`src/rtl/rom_arbiter_rr_pkg.sv`:
```
// Shared constants for the round-robin ROM arbiter: FSM encodings and default sizes.
// No logic here, so no latency or backpressure behaviour of its own.
package rom_arbiter_rr_pkg;

    localparam logic [1:0] S_IDLE = 2'd0;
    localparam logic [1:0] S_READ = 2'd1;
    localparam logic [1:0] S_RESP = 2'd2;

    localparam int DEF_N_REQ  = 4;
    localparam int DEF_ADDR_W = 2;
    localparam int DEF_DATA_W = 4;

endpackage

```
`src/rtl/rom_arbiter_rr_if.sv`:
```
// Requester-side bundle of the ROM arbiter: per-requester req/addr in, one-hot ack and shared data out.
// Pure wiring; ack is a one-cycle pulse with no backpressure, req is held until ack.
interface rom_arbiter_rr_if
    import rom_arbiter_rr_pkg::*;
#(
    parameter int N_REQ  = DEF_N_REQ,
    parameter int ADDR_W = DEF_ADDR_W,
    parameter int DATA_W = DEF_DATA_W
);
    logic [N_REQ-1:0]        req;
    logic [N_REQ*ADDR_W-1:0] req_addr;
    logic [N_REQ-1:0]        ack;
    logic [DATA_W-1:0]       rd_data;
    logic                    busy;

    modport master (
        output req,
        output req_addr,
        input  ack,
        input  rd_data,
        input  busy
    );

    modport slave (
        input  req,
        input  req_addr,
        output ack,
        output rd_data,
        output busy
    );
endinterface

```
`src/rtl/rom_arbiter_rr_pick.sv`:
```
// Rotated priority scan: first asserted req starting at last+1, wrapping N_REQ-1 -> 0.
// Purely combinational, zero latency, no backpressure.
module rr_pick
    import rom_arbiter_rr_pkg::*;
#(
    parameter int N_REQ = DEF_N_REQ,
    parameter int IDX_W = $clog2(N_REQ)
) (
    input  logic [N_REQ-1:0] req,
    input  logic [IDX_W-1:0] last,
    output logic             valid,
    output logic [IDX_W-1:0] idx
);

    int j;

    // Walk from the farthest candidate (last itself) toward last+1 so the nearest one wins.
    always_comb begin
        valid = 1'b0;
        idx   = '0;
        j     = 0;
        for (int k = N_REQ; k >= 1; k--) begin
            j = int'(last) + k;
            if (j >= N_REQ) begin
                j = j - N_REQ;
            end
            if (req[j[IDX_W-1:0]]) begin
                valid = 1'b1;
                idx   = j[IDX_W-1:0];
            end
        end
    end

endmodule

```
`src/rtl/rom_arbiter_rr.sv`:
```
// Round-robin arbiter sharing one async-read ROM among N_REQ requesters; ack pulses 2 cycles after grant.
// One read per 3 cycles; requesters hold req until ack, withdrawing in READ aborts without ack.
module rom_arbiter_rr
    import rom_arbiter_rr_pkg::*;
#(
    parameter int N_REQ  = DEF_N_REQ,
    parameter int ADDR_W = DEF_ADDR_W,
    parameter int DATA_W = DEF_DATA_W
) (
    input  logic              clk,
    input  logic              rst_n,
    rom_arbiter_rr_if.slave   bus,
    output logic [ADDR_W-1:0] rom_addr,
    input  logic [DATA_W-1:0] rom_data
);

    localparam int IDX_W = $clog2(N_REQ);

    logic [1:0]       state;
    logic [IDX_W-1:0] gnt_idx;
    logic [IDX_W-1:0] last;
    logic             pick_vld;
    logic [IDX_W-1:0] pick_idx;
    logic [ADDR_W-1:0] addr_arr [N_REQ];

    for (genvar i = 0; i < N_REQ; i++) begin : g_addr
        assign addr_arr[i] = bus.req_addr[i*ADDR_W +: ADDR_W];
    end

    rr_pick #(
        .N_REQ (N_REQ),
        .IDX_W (IDX_W)
    ) u_pick (
        .req   (bus.req),
        .last  (last),
        .valid (pick_vld),
        .idx   (pick_idx)
    );

    assign bus.busy = (state == S_READ) || (state == S_RESP);

    always_ff @(posedge clk) begin
        if (!rst_n) begin
            state       <= S_IDLE;
            gnt_idx     <= '0;
            last        <= IDX_W'(N_REQ - 1);
            rom_addr    <= '0;
            bus.rd_data <= '0;
            bus.ack     <= '0;
        end else begin
            case (state)
                S_IDLE: begin
                    bus.ack <= '0;
                    if (pick_vld) begin
                        gnt_idx  <= pick_idx;
                        rom_addr <= addr_arr[pick_idx];
                        state    <= S_READ;
                    end
                end
                S_READ: begin
                    if (bus.req[gnt_idx]) begin
                        bus.rd_data <= rom_data;
                        // Ack is registered here so it is high exactly during RESP.
                        bus.ack     <= N_REQ'(1) << gnt_idx;
                        state       <= S_RESP;
                    end else begin
                        last  <= gnt_idx;
                        state <= S_IDLE;
                    end
                end
                S_RESP: begin
                    bus.ack <= '0;
                    last    <= gnt_idx;
                    state   <= S_IDLE;
                end
                default: begin
                    bus.ack <= '0;
                    state   <= S_IDLE;
                end
            endcase
        end
    end

endmodule

```
`src/flat_wrapper.sv`:
```
// flat-port wrapper written by rule: the top's interface ports become plain ports
module rom_arbiter_rr_flat import rom_arbiter_rr_pkg::*;
#(
    parameter int N_REQ  = DEF_N_REQ,
    parameter int ADDR_W = DEF_ADDR_W,
    parameter int DATA_W = DEF_DATA_W
)
  (clk, rst_n, rom_addr, rom_data, bus_req, bus_req_addr, bus_ack, bus_rd_data, bus_busy);
  rom_arbiter_rr_if #(.N_REQ(N_REQ), .ADDR_W(ADDR_W), .DATA_W(DATA_W)) bus_i ();
  input  logic clk;
  input  logic rst_n;
  output logic [ADDR_W-1:0] rom_addr;
  input  logic [DATA_W-1:0] rom_data;
  input wire logic [$bits(bus_i.req)-1:0] bus_req;
  input wire logic [$bits(bus_i.req_addr)-1:0] bus_req_addr;
  output wire logic [$bits(bus_i.ack)-1:0] bus_ack;
  output wire logic [$bits(bus_i.rd_data)-1:0] bus_rd_data;
  output wire logic [$bits(bus_i.busy)-1:0] bus_busy;
  assign bus_i.req = bus_req;
  assign bus_i.req_addr = bus_req_addr;
  assign bus_ack = bus_i.ack;
  assign bus_rd_data = bus_i.rd_data;
  assign bus_busy = bus_i.busy;
  rom_arbiter_rr #(.N_REQ(N_REQ), .ADDR_W(ADDR_W), .DATA_W(DATA_W)) u_core (.clk(clk), .rst_n(rst_n), .bus(bus_i), .rom_addr(rom_addr), .rom_data(rom_data));
endmodule
```
`config.mk`:
```
export PLATFORM = sky130hd
export DESIGN_NAME = rom_arbiter_rr_flat
export DESIGN_NICKNAME = d
export VERILOG_FILES = /design/src/rtl/rom_arbiter_rr_pkg.sv /design/src/rtl/rom_arbiter_rr_if.sv /design/src/rtl/rom_arbiter_rr_pick.sv /design/src/rtl/rom_arbiter_rr.sv /design/src/flat_wrapper.sv
export SDC_FILE = /design/constraint.sdc
export NUM_CORES = 1
export LEC_CHECK = 0
export CAP_MARGIN = 20
export CORE_UTILIZATION = 30
export DETAILED_ROUTE_END_ITERATION = 8
export PLACE_DENSITY = 0.6
export SETUP_SLACK_MARGIN = 0.15
export SLEW_MARGIN = 10
export SYNTH_ARGS = -nofsm -noshare
export SYNTH_HDL_FRONTEND = slang
export SYNTH_SLANG_ARGS = --single-unit
```
`constraint.sdc`:
```
create_clock -name clk -period 1.9 [get_ports clk]
set_clock_uncertainty 0.05 [all_clocks]
set_input_delay 0.38 -clock clk [delete_from_list [all_inputs] [get_ports clk]]
set_output_delay 0.38 -clock clk [all_outputs]
set_load 0.05 [all_outputs]
```
== After elaboration in Yosys (flattened, before gate mapping) ==
Cells that the tools add are included.

* Input port bits: 18
* Flip-flop bits (word level): 16
* Output and inout bits: 11

* $add $sub $neg: 8
* Bitwise operators: 1
* Equality and inequality tests: 4
* Shift-type cells: 1
* $lt $le $gt $ge: 10
* Multiplexer cells: 30
* Reductions and logical operators: 7

{| class="wikitable"
|+ Operators by type and width
! kind !! count
|-
| two-way mux 2 bit || 13
|-
| less-than comparator 2 x 3 -> 1 bit (second input constant) || 5
|-
| greater-or-equal comparator 3 bit (second input constant) || 4
|-
| binary-select mux 1 bit (select 2 bit) || 5
|-
| two-way mux 1 bit || 9
|-
| case mux 2 bit (2 select lines) || 2
|-
| AND reduction 2 bit || 4
|-
| subtractor 2 x 1 -> 2 bit (second input constant) || 4
|-
| adder 2 x 2 -> 3 bit (second input constant) || 2
|-
| adder 2 x 3 -> 4 bit (second input constant) || 1
|-
| binary-select mux 2 bit (select 2 bit) || 1
|-
| greater-or-equal comparator 4 x 3 -> 1 bit (second input constant) || 1
|-
| << shifter 1 x 2 -> 4 bit (first input constant) || 1
|-
| adder 2 x 1 -> 3 bit (second input constant) || 1
|-
| NOT 2 -> 3 bit || 1
|-
| == test 2 x 1 -> 1 bit (second input constant) || 1
|-
| == test 2 bit (second input constant) || 1
|-
| zero test 2 bit || 1
|-
| != test 2 x 1 -> 1 bit (second input constant) || 1
|-
| != test 2 bit (second input constant) || 1
|-
| nonzero test 2 bit || 1
|-
| logical OR 1 bit || 1
|}

== Depth between registers and ports, before layout ==
Gate-level depths: netlist (run 1).

* Depth after elaboration: 13
* Gate-level depth with buffers: 6

== By module ==
From an unflattened synthesis (run 1), not the netlist that was laid out.

* Cells, all modules: 95
* Area total of the unflattened synthesis: 910.9 µm²

{| class="wikitable"
|+ Modules (own cells, without submodules)
! module !! area an instance (µm²) !! cells each !! seq. area each (µm²) !! instances
|-
| rom_arbiter_rr || 819.5 || 81 || 320.3 || 1
|-
| rr_pick || 91.3 || 14 || 0.0 || 1
|}

== Least setup slack after synthesis (run 1) ==
OpenSTA, ideal clock, no wires.

* Path kind: register -> register
* Start point: register u_core.gnt_idx[0]
* End point: register u_core.last[0]
* Buffers on the path: 1
* Arrival time: 1.358 ns
* Slack: 0.363 ns
* Stages on the path, launching flop included: 7
* Path through: dfxtp_1 > buf_2 > mux4_2 > nand2_4 > nand2_1 > nor2_1 > o21ai_1

* Longest elaborated chain between the ends: 4
* Elaborated cells between the ends (all ways): 6
* Those cells by class: eq/ne: 1; mux: 4; reduce/logical: 1

{| class="wikitable"
|+ RTL lines
! element !! RTL line !! RTL
|-
| start: declaration || rom_arbiter_rr.sv:20 || <nowiki>logic [IDX_W-1:0] gnt_idx;</nowiki>
|-
| start signal: assignment || rom_arbiter_rr.sv:55 || <nowiki>gnt_idx <= pick_idx;</nowiki>
|-
| binary-select mux 1 bit (select 2 bit) || rom_arbiter_rr.sv:61 || <nowiki>if (bus.req[gnt_idx]) begin</nowiki>
|-
| two-way mux 1 bit (not written as such) || rom_arbiter_rr.sv:61 ||
|-
| != test 2 bit (no source line) || -- ||
|-
| AND reduction 2 bit (no source line) || -- ||
|-
| end signal: assignment || rom_arbiter_rr.sv:46 || <nowiki>last <= IDX_W'(N_REQ - 1);</nowiki>
|-
| end signal: assignment || rom_arbiter_rr.sv:67 || <nowiki>last <= gnt_idx;</nowiki>
|-
| end signal: assignment || rom_arbiter_rr.sv:73 || <nowiki>last <= gnt_idx;</nowiki>
|-
| end: declaration || rom_arbiter_rr.sv:21 || <nowiki>logic [IDX_W-1:0] last;</nowiki>
|}

Several ways; a longest one is shown, not always the timed one. The select of a mux whose other input is x is not followed.
A chain may end at the register's enable or synchronous reset.

== Final worst setup path (run 1) ==
* Start point: register u_core.state[0]
* End point: output bus_busy

* Longest elaborated chain between the ends: 2
* Elaborated cells between the ends (all ways): 3
* Those cells by class: eq/ne: 2; reduce/logical: 1

{| class="wikitable"
|+ RTL lines
! element !! RTL line !! RTL
|-
| start: declaration || rom_arbiter_rr.sv:19 || <nowiki>logic [1:0] state;</nowiki>
|-
| start signal: assignment || rom_arbiter_rr.sv:44 || <nowiki>state <= S_IDLE;</nowiki>
|-
| start signal: assignment || rom_arbiter_rr.sv:57 || <nowiki>state <= S_READ;</nowiki>
|-
| start signal: assignment || rom_arbiter_rr.sv:65 || <nowiki>state <= S_RESP;</nowiki>
|-
| == test 2 x 1 -> 1 bit or == test 2 bit (tied branches) || rom_arbiter_rr.sv:40 || <nowiki>assign bus.busy = (state == S_READ) || (state == S_RESP);</nowiki>
|-
| logical OR 1 bit * || rom_arbiter_rr.sv:40 ||
|-
| end: declaration || flat_wrapper.sv:18 || <nowiki>output wire logic [$bits(bus_i.busy)-1:0] bus_busy;</nowiki>
|}

Every way passes the cells marked *; elsewhere a longest branch is shown, timed or not.

==> results of run 1 <==
cells by family after synthesis:
family | count (synthesis)
AOI/OAI and AO/OA | 18
adders and majority gates | 2
buffers and inverters | 6
DFF | 16
muxes | 13
and+or+nand+nor | 37
flip-flops by register name (all words and copies together), names as in the netlist:
signal              count
u_core.bus.ack          4
u_core.bus.rd_data      4
u_core.gnt_idx          2
u_core.last             2
u_core.rom_addr         2
u_core.state            2
synthesized netlist by cell type (all sizes together):
| cell | number |
|---|---|
| dfxtp | 16 |
| a31oi | 1 |
| nor2 | 6 |
| buf | 1 |
| inv | 3 |
| clkbuf | 2 |
| ha | 2 |
| and2b | 1 |
| mux2 | 1 |
| nor4 | 2 |
| nand3 | 5 |
| mux2i | 11 |
| nand2 | 10 |
| o221ai | 3 |
| nand4 | 1 |
| or3b | 1 |
| a21boi | 2 |
| a21oi | 10 |
| mux4 | 1 |
| nor3b | 1 |
| nor2b | 7 |
| nand2b | 3 |
| o21ai | 2 |
worst max-delay path by stage:
stage                                      end                      startpoint
2_1_floorplan      u_core.last[0]$_SDFFE_PN1P_  u_core.gnt_idx[0]$_SDFFE_PN0P_
3_3_place_gp   u_core.rom_addr[0]$_SDFFE_PN0P_                      bus_req[2]
3_5_place_dp   u_core.rom_addr[0]$_SDFFE_PN0P_                      bus_req[3]
4_1_cts        u_core.rom_addr[1]$_SDFFE_PN0P_                      bus_req[0]
5_1_grt                               bus_busy    u_core.state[0]$_SDFFE_PN0P_
6_report                              bus_busy    u_core.state[0]$_SDFFE_PN0P_
final cells by class:
type                    instances  area (µm²)  share of cell area [%]
multi-input cells              70         487                    38.9
well taps                      30        37.5                    3.00
repair buffers                 40         358                    28.6
clock buffers                   4        36.3                    2.90
inverters                       3        11.3                   0.901
flip-flops and latches         16         320                    25.6
worst register-to-register path: cells and delay by family (launching register included):
| family | cells | cell delay [ns] |
|---|---|---|
| flops | 1 | 0.46 |
| mux | 1 | 0.25 |
| compound gates | 3 | 0.40 |
| simple gates | 1 | 0.14 |
| buf+inv | 1 | 0.19 |
metrics by stage:
stage	worst slack, ns	power [mW]
2_1_floorplan	0.363	0.616
3_3_place_gp	-0.146	0.750
6_report	0.223	0.988
3_5_place_dp	-0.227	0.754
4_1_cts	0.188	0.997
5_1_grt	0.156	1.04
power groups by stage:
stage	Combinational (mW)	Clock (mW)	Sequential (mW)
final	0.355	0.237	0.396
after global routing	0.381	0.261	0.400
after CTS	0.356	0.245	0.396
after detailed placement	0.351	0	0.403
after global placement	0.347	0	0.403
after floorplan	0.169	0	0.447
per-layer routing:
metal / global-route usage (%) / vias to the layer above
met1: 18.2 / 374
li1: - / 407
met3: 3.61 / 5
met2: 26.3 / 33
met4: 8.97 / 0
met5: 0 / -
repair_timing:
item | CTS | global route
setup endpoints to repair | 2 | 3
buffers inserted | 1 | 0
resized for setup | 2 | 2
pin swaps | 1 | 0
==> metrics.csv, run 1 <==
stage,metric,value,unit
sta,Achievable Freq,596,MHz
sta,Final setup viols,0,
cts,Worst-Skew Late Latency,0.30,ns
hold_path,class of the most critical hold timing path,register to register,
detailed_routing,met2 wire length,910,µm
synth,Synth Warn #,0,
grt,vias in the first global route,758,
placement,area post-placement,1200,µm²
cts,clk buf depth,2,
critical_path,slowest CP cell,ha_1,
synth,sequential area share after synthesis,38.6,%
cells_and_area,"commonest non-fill, non-tap cells in the layout","buf_4, dfxtp_1, clkdlybuf4s50_1, mux2i_1, a21oi_1",
detailed_routing,drt total wl,2050,µm
power_and_ir_drop,Flop pwr share,40.1,%
grt,largest net degree at the start of global routing,15,
critical_path,CP max stage delay,0.36,ns
cells_and_area,Layout area overhead,50.5,%
power_and_ir_drop,NetSw,0.337,mW
floorplan,I/O Pins,29,
critical_path,Worst setup SP type,register,
synth,post-synth cell types,26,
synth,Post-Synth XOR/XNOR Area,0,%
critical_path,WP data arrival,1.25,ns
critical_path,Crit Path Class,register to output pin,
floorplan,Initial Util,32.6,%
cells_and_area,nets@finish,154,
hold_path,Hold Crit Depth,2,
power_and_ir_drop,VDD IR-drop max,0.000426,V
critical_path,reg2reg start,u_core.last[1]$_SDFFE_PN1P_,
sta,Fin Hold WS,0.428,ns
synth,Mapped Nets,112,
placement,DP Wirelength,1530,µm
grt,overall routing resource usage,15.8,%
detailed_routing,Final ANT Viol Nets,0,
cells_and_area,Filler Cells Inserted,248,
detailed_routing,vias per cell,5.02,
grt,grt ovf,0,
synth,Adder-Cell Fraction of Synth Area,3.01,%
power_and_ir_drop,PwrDens,790,nW/µm²
synth,compound-cell area share of the yosys netlist,14.5,%
sta,Tmin final,1.68,ns
synth,synthesized area per cell,9.03,µm²
detailed_routing,1st-iter DRT viols,14,
cts,CTS tree,done,
detailed_routing,routed len/inst,12.6,µm
detailed_routing,DR DRC count,0,
synth,largest family of logic cells by synthesized area,simple AND/OR/NAND/NOR gates,
critical_path,WP data required,1.47,ns
cells_and_area,layout cells sized above 1,24.1,%
detailed_routing,vias,819,
synth,Simple-Gate Fraction of Synth Area,23.8,%
sta,Setup TNS,0,ns
detailed_routing,wire length on met3,143,µm
hold_path,end of the worst hold path,u_core.bus.ack[1]$_SDFFE_PN0P_,
synth,multiplexer share of the synthesized area,17.3,%
cts,CTS Buf Count,3,
critical_path,crit path capture type,output pin,
synth,Yosys reg bits,16,
floorplan,die area,2980,µm²
synth,Post-Syn Area,831,µm²
grt,first-pass GRT wire length,3280,µm
synth,Syn Inst Count,92,
cells_and_area,post-route design area,1250,µm²
critical_path,worst flop-to-flop path endpoint,u_core.rom_addr[0]$_SDFFE_PN0P_,
power_and_ir_drop,leakage,0.565,nW
critical_path,Worst path depth,3,
sta,Slew Limit Headroom,78.4,%
power_and_ir_drop,Clock power frac,24.0,%
floorplan,core area,2540,µm²
power_and_ir_drop,internal cell power,0.650,mW
sta,Final Hold Fails,0,
flow_run,max-cap violations,0,
critical_path,FF-to-FF path depth,6,
floorplan,Rows,18,
placement,port bufs,28,
detailed_routing,TritonRoute pass-1 iters,4,
critical_path,worst-path maximum fanout,4,
power_and_ir_drop,switching fraction of total power,34.2,%
hold_path,HP Start,u_core.bus.ack[1]$_SDFFE_PN0P_,
critical_path,worst path bufs/invs,2,
status,status,"complete, no violations",
cells_and_area,Post-Layout Cell Count,163,
sta,Slew Limit Fails,0,
grt,initial antenna violation count,0,
power_and_ir_drop,combinational fraction of design power,36.0,%
cells_and_area,Post-Route Utilization,49.1,%
cells_and_area,n_diodes,0,
synth,biggest area consumer among synthesized cells,dfxtp_1,
sta,Slew @ Worst Pin,0.323,ns
cts,clock slew seen by the registers of the worst setup and hold paths,0.10,ns
placement,Inst Count DP,158,
cells_and_area,"commonest non-fill, non-tap cell in the layout",buf_4,
critical_path,r2r setup slk,0.31,ns
cts,clock root buffer,clkbuf_4,
critical_path,cell family with most CP delay,adder cells,
critical_path,cells along the critical path,"inv_1, ha_1, buf_12",
synth,post-synth top area share,38.6,%
sta,fin crit share,88.3,%
placement,Placer Congestion,0.806,
cts,htree depth,1,
cts,# hold bufs at CTS,0,
sta,RSZ-0062 raised after global routing,false,
synth,"top cells by area, synth","dfxtp_1, mux2i_1, a21oi_1, nor2b_1, nand2_1",
detailed_routing,routed length on met1,956,µm
detailed_routing,top sig layer,met4,
floorplan,die height,54.6,µm
cts,clk sinks,16,
floorplan,die width,54.6,µm
(Power assumes the default switching activity.)
==> run 2: changes to the inputs <==
--- a/config.mk
+++ b/config.mk
@@ -10,7 +10,6 @@
 export DETAILED_ROUTE_END_ITERATION = 8
 export PLACE_DENSITY = 0.6
 export SETUP_SLACK_MARGIN = 0.15
-export SLEW_MARGIN = 10
 export SYNTH_ARGS = -nofsm -noshare
 export SYNTH_HDL_FRONTEND = slang
 export SYNTH_SLANG_ARGS = --single-unit
==> results of run 2 <==
The final DEF is identical to that of run 1; final timing and power are the same.
==> run 3: changes to the inputs <==
--- a/config.mk
+++ b/config.mk
@@ -6,6 +6,7 @@
 export NUM_CORES = 1
 export LEC_CHECK = 0
 export CAP_MARGIN = 20
+export CORE_MARGIN = 2
 export CORE_UTILIZATION = 30
 export DETAILED_ROUTE_END_ITERATION = 8
 export PLACE_DENSITY = 0.6
==> metrics.csv, run 3 (synthesis gave the netlist of run 1 again) <==
stage,metric,value,unit,change
critical_path,worst-path maximum fanout,4,,unchanged
power_and_ir_drop,total chip power,0.979,mW,-0.90%
grt,overall routing resource usage,13.9,%,-1.9 points
detailed_routing,drt total wl,2110,µm,+3.0%
detailed_routing,DR DRC count,0,,unchanged
floorplan,Initial Util,30.9,%,-1.7 points
grt,largest net degree at the start of global routing,10,,-5
floorplan,die height,56.6,µm,+3.7%
sta,fin crit share,87.7,%,-0.59 points
power_and_ir_drop,leakage,0.550,nW,-2.7%
grt,initial antenna violation count,0,,unchanged
floorplan,die area,3210,µm²,+7.5%
floorplan,I/O Pins,29,,unchanged
grt,grt ovf,0,,unchanged
cells_and_area,"commonest non-fill, non-tap cell in the layout",buf_4,,
grt,vias in the first global route,837,,+10%
critical_path,crit path capture type,output pin,,
power_and_ir_drop,NetSw,0.329,mW,-2.5%
placement,DP Wirelength,1660,µm,+8.9%
placement,Placer Congestion,0.851,,+5.5%
critical_path,Crit Path Class,register to output pin,,
placement,pre-CTS WS,-0.211,ns,+0.0157 ns
sta,PnR worst setup slack,0.234,ns,+0.0112 ns
cts,clk buf depth,2,,unchanged
detailed_routing,vias per cell,4.98,,-0.85%
cts,Worst-Skew Late Latency,0.29,ns,about the same
critical_path,Worst setup SP type,register,,
sta,Slew @ Worst Pin,0.331,ns,+0.00846 ns
cts,clk sinks,16,,unchanged
cts,CTS Buf Count,3,,unchanged
sta,Slew Limit Headroom,77.7,%,-0.74 points
cells_and_area,post-route design area,1240,µm²,-0.50%
floorplan,Rows,19,,+1
power_and_ir_drop,VDD IR-drop max,0.000443,V,+4.1%
sta,Tmin final,1.67,ns,-0.0112 ns
flow_run,max-cap violations,0,,unchanged
sta,Final setup viols,0,,unchanged
sta,RSZ-0062 raised after global routing,false,,
cells_and_area,biggest regs,"u_core.bus.ack (4), u_core.bus.rd_data (4)",,
cells_and_area,Layout area overhead,49.7,%,
cts,htree depth,1,,unchanged
status,status,"complete, no violations",,
placement,area post-placement,1200,µm²,+0.10%
cells_and_area,nets@finish,154,,unchanged
sta,Achievable Freq,600,MHz,+0.67%
detailed_routing,1st-iter DRT viols,5,,-9
detailed_routing,Final ANT Viol Nets,0,,unchanged
cts,clock root buffer,clkbuf_4,,
cts,clock slew seen by the registers of the worst setup and hold paths,0.09,ns,about the same
sta,Final Hold Fails,0,,unchanged
power_and_ir_drop,internal cell power,0.650,mW,about the same
detailed_routing,TritonRoute pass-1 iters,4,,unchanged
grt,first-pass GRT wire length,3480,µm,+6.3%
floorplan,core area,2690,µm²,+5.6%
power_and_ir_drop,combinational fraction of design power,36.7,%,+0.7 points
power_and_ir_drop,PwrDens,787,nW/µm²,-0.40%
placement,port bufs,28,,unchanged
cells_and_area,n_diodes,0,,unchanged
detailed_routing,vias,817,,-0.24%
cells_and_area,layout cells sized above 1,24.1,%,unchanged
critical_path,WP data arrival,1.24,ns,about the same
cts,# hold bufs at CTS,0,,unchanged
power_and_ir_drop,Flop pwr share,40.2,%,about the same
sta,Slew Limit Fails,0,,unchanged
cells_and_area,"commonest non-fill, non-tap cells in the layout","buf_4, dfxtp_1, clkdlybuf4s50_1, mux2i_1, a21oi_1",,
cts,CTS tree,done,,
power_and_ir_drop,switching fraction of total power,33.6,%,-0.56 points
detailed_routing,routed len/inst,12.9,µm,+2.4%
floorplan,die width,56.6,µm,+3.7%
hold_path,class of the most critical hold timing path,register to register,,
power_and_ir_drop,Clock power frac,23.1,%,-0.9 points
critical_path,WP data required,1.47,ns,about the same
run 3: layer usage:
metal	wire length [µm]	vias up	GRT usage [%]
li1	-	410	-
met1	909	372	15.6
met2	1040	35	25.1
met4	0	0	4.08
met3	165	0	3.92
met5	0	-	0
run 3: power groups by stage:
stage / clock network, mW / logic [mW] / registers [mW]
after floorplan: 0 / 0.169 / 0.447
after global placement: 0 / 0.351 / 0.400
after detailed placement: 0 / 0.357 / 0.400
after CTS: 0.241 / 0.361 / 0.393
after global routing: 0.254 / 0.384 / 0.397
final: 0.226 / 0.360 / 0.393
run 3: per-stage QoR:
step / util, % / hold slack [ns] / setup TNS [ns] / cells
3_5_place_dp: 44.9 / 0.400 / -1.20 / 159
6_report: 46.3 / 0.412 / 0 / 164
3_3_place_gp: 44.9 / 0.394 / -0.916 / 159
5_1_grt: 46.3 / 0.456 / 0 / 164
2_1_floorplan: - / 0.401 / 0 / 92
4_1_cts: 46.3 / 0.414 / 0 / 164
run 3: cell type report:
type                    instances  area, µm²
well taps                      31       38.8
repair buffers                 40        350
inverters                       3       11.3
multi-input cells              70        487
flip-flops and latches         16        320
fillers                       285       1440
clock buffers                   4       36.3
run 3: worst max-delay path: stages, from the launching register on:
cell,delay (ns)
dfxtp_1,0.34
inv_1,0.06
ha_1,0.37
buf_12,0.18
run 3: worst paths after layout:
path | start | end | slack, ns | cells past startpoint
worst max register to register | u_core.last[1]$_SDFFE_PN1P_ | u_core.rom_addr[0]$_SDFFE_PN0P_ | 0.28 | 5
worst max-delay path | u_core.state[0]$_SDFFE_PN0P_ | bus_busy | 0.23 | 3
worst min-delay path | u_core.bus.ack[1]$_SDFFE_PN0P_ | u_core.bus.ack[1]$_SDFFE_PN0P_ | 0.41 | 2
worst min register to register | u_core.bus.ack[1]$_SDFFE_PN0P_ | u_core.bus.ack[1]$_SDFFE_PN0P_ | 0.41 | 2
run 3: timing repair:
action / 4_1_cts / 5_1_grt
setup endpoints to repair: 2 / 0
setup buffers: 1 / 0
resized for setup: 4 / 0
==> RTL change, RTL diff (config.mk and constraints of run 3) <==
Set the package constant `DEF_ADDR_W` to 1 (it was 2).
--- a/src/rtl/rom_arbiter_rr_pkg.sv
+++ b/src/rtl/rom_arbiter_rr_pkg.sv
@@ -7,7 +7,7 @@
     localparam logic [1:0] S_RESP = 2'd2;
 
     localparam int DEF_N_REQ  = 4;
-    localparam int DEF_ADDR_W = 2;
+    localparam int DEF_ADDR_W = 1;
     localparam int DEF_DATA_W = 4;
 
 endpackage
Ports: changed (resized bus_req_addr and rom_addr); port bits go from 29 to 24. The function was not compared with the original's and may differ.
==> RTL change against run 3 <==
- routed wire length down 20%
- register-to-register slack gained 110 ps
- highest routed layer is now met4
- sequential share of layout area grew 1.4 points
- worst setup slack improved by 33 ps
- final cell count down 11%
- sequential cell count down 1
- area after synthesis shrank 8.3%
- global-route usage up 0.36 points
- power is 12% lower
- design area down 11%
- largest power group unchanged
- sequential power down 5.9%
==> RTL change: results (changes against run 3) <==
* Run status: complete, no violations (unchanged)
- Top area cells in the synthesized netlist: dfxtp_1 39%, mux2i_1 11%, nor2b_1 6.6% (was dfxtp_1 39%, mux2i_1 13%, a21oi_1 6.0%)
- Post-Route Hold Slack: 409 ps (was 412 ps)
* Post-placement cell area: 1060 um2 (was 1200 um2)
- The final net count is 133 (was 154).
* Synthesized area per cell: 9.07 um2 (was 9.03 um2)
- Register area share after synthesis: 39.4% (was 38.6%)
* Worst setup slack before clock tree synthesis: -155 ps (was -211 ps)
- Setup bufs post-CTS: 0 (was 1)
- The aggregate global-route resource usage came to 14.2% (was 13.9%).
- Fraction of the mapped netlist area in compound gates: 14.0% (was 14.5%)
- The post-layout utilization of the core was 45.4% (was 46.3%).
* Endpoint with the worst hold slack: u_core.bus.ack[3] (was u_core.bus.ack[1])
* Post-synthesis mux area share: 14.9% (was 17.3%)
- The worst-case register-to-register setup slack came to 390 ps (was 280 ps).
- The first-pass GRT wire length was 3060 um (was 3480 um).
- Multi-input gate share of the layout cell area: 39.9% (was 39.1%)
- Clock group power: 0.183 mW (was 0.226 mW)
- The routed wire length is 1680 um (was 2110 um).
- The switching power is 0.289 mW (was 0.329 mW).
* Met3 layer usage reported by global route: 4.10% (was 3.92%)
* Number of DRC markers in iteration 0: 22 (was 5)
- The total number of vias came to 711 (was 817).
- Seq power: 0.370 mW (was 0.393 mW)
- The via density per instance was 4.87 (was 4.98).
## RTL change: cell types whose count changed in the layout (fill, tap and decap cells not counted), moves of 3 or more
cell                    run 3  this run
clkdlybuf4s50_1            13         9
mux2i_1                    11         8
dlygate4sd2_1               4         1
buf_4                      22        16
dlymetal6s2s_1              0         4
## RTL change: timing repair
| item | in CTS | in global routing |
|---|---|---|
| endpoints found under the setup margin | 1 | 10 |
| hold buffers | 0 | 0 |
| resized for setup | 1 | 7 |
| pin swaps | 0 | 1 |
## RTL change: logic make-up (layout without fill, tap and decap cells)
| logic type | Yosys count | after routing |
|---|---|---|
| AOI/OAI and AO/OA | 17 | 17 |
| adders and majority gates | 2 | 2 |
| buffers and inverters | 6 | 38 |
| DFF | 15 | 15 |
| muxes | 10 | 10 |
| and+or+nand+nor | 34 | 34 |
## RTL change: worst max-delay path, cell delays in order, from the launching register on
cell	delay (ps)
dfxtp_1	340
inv_1	60
ha_2	380
buf_12	150
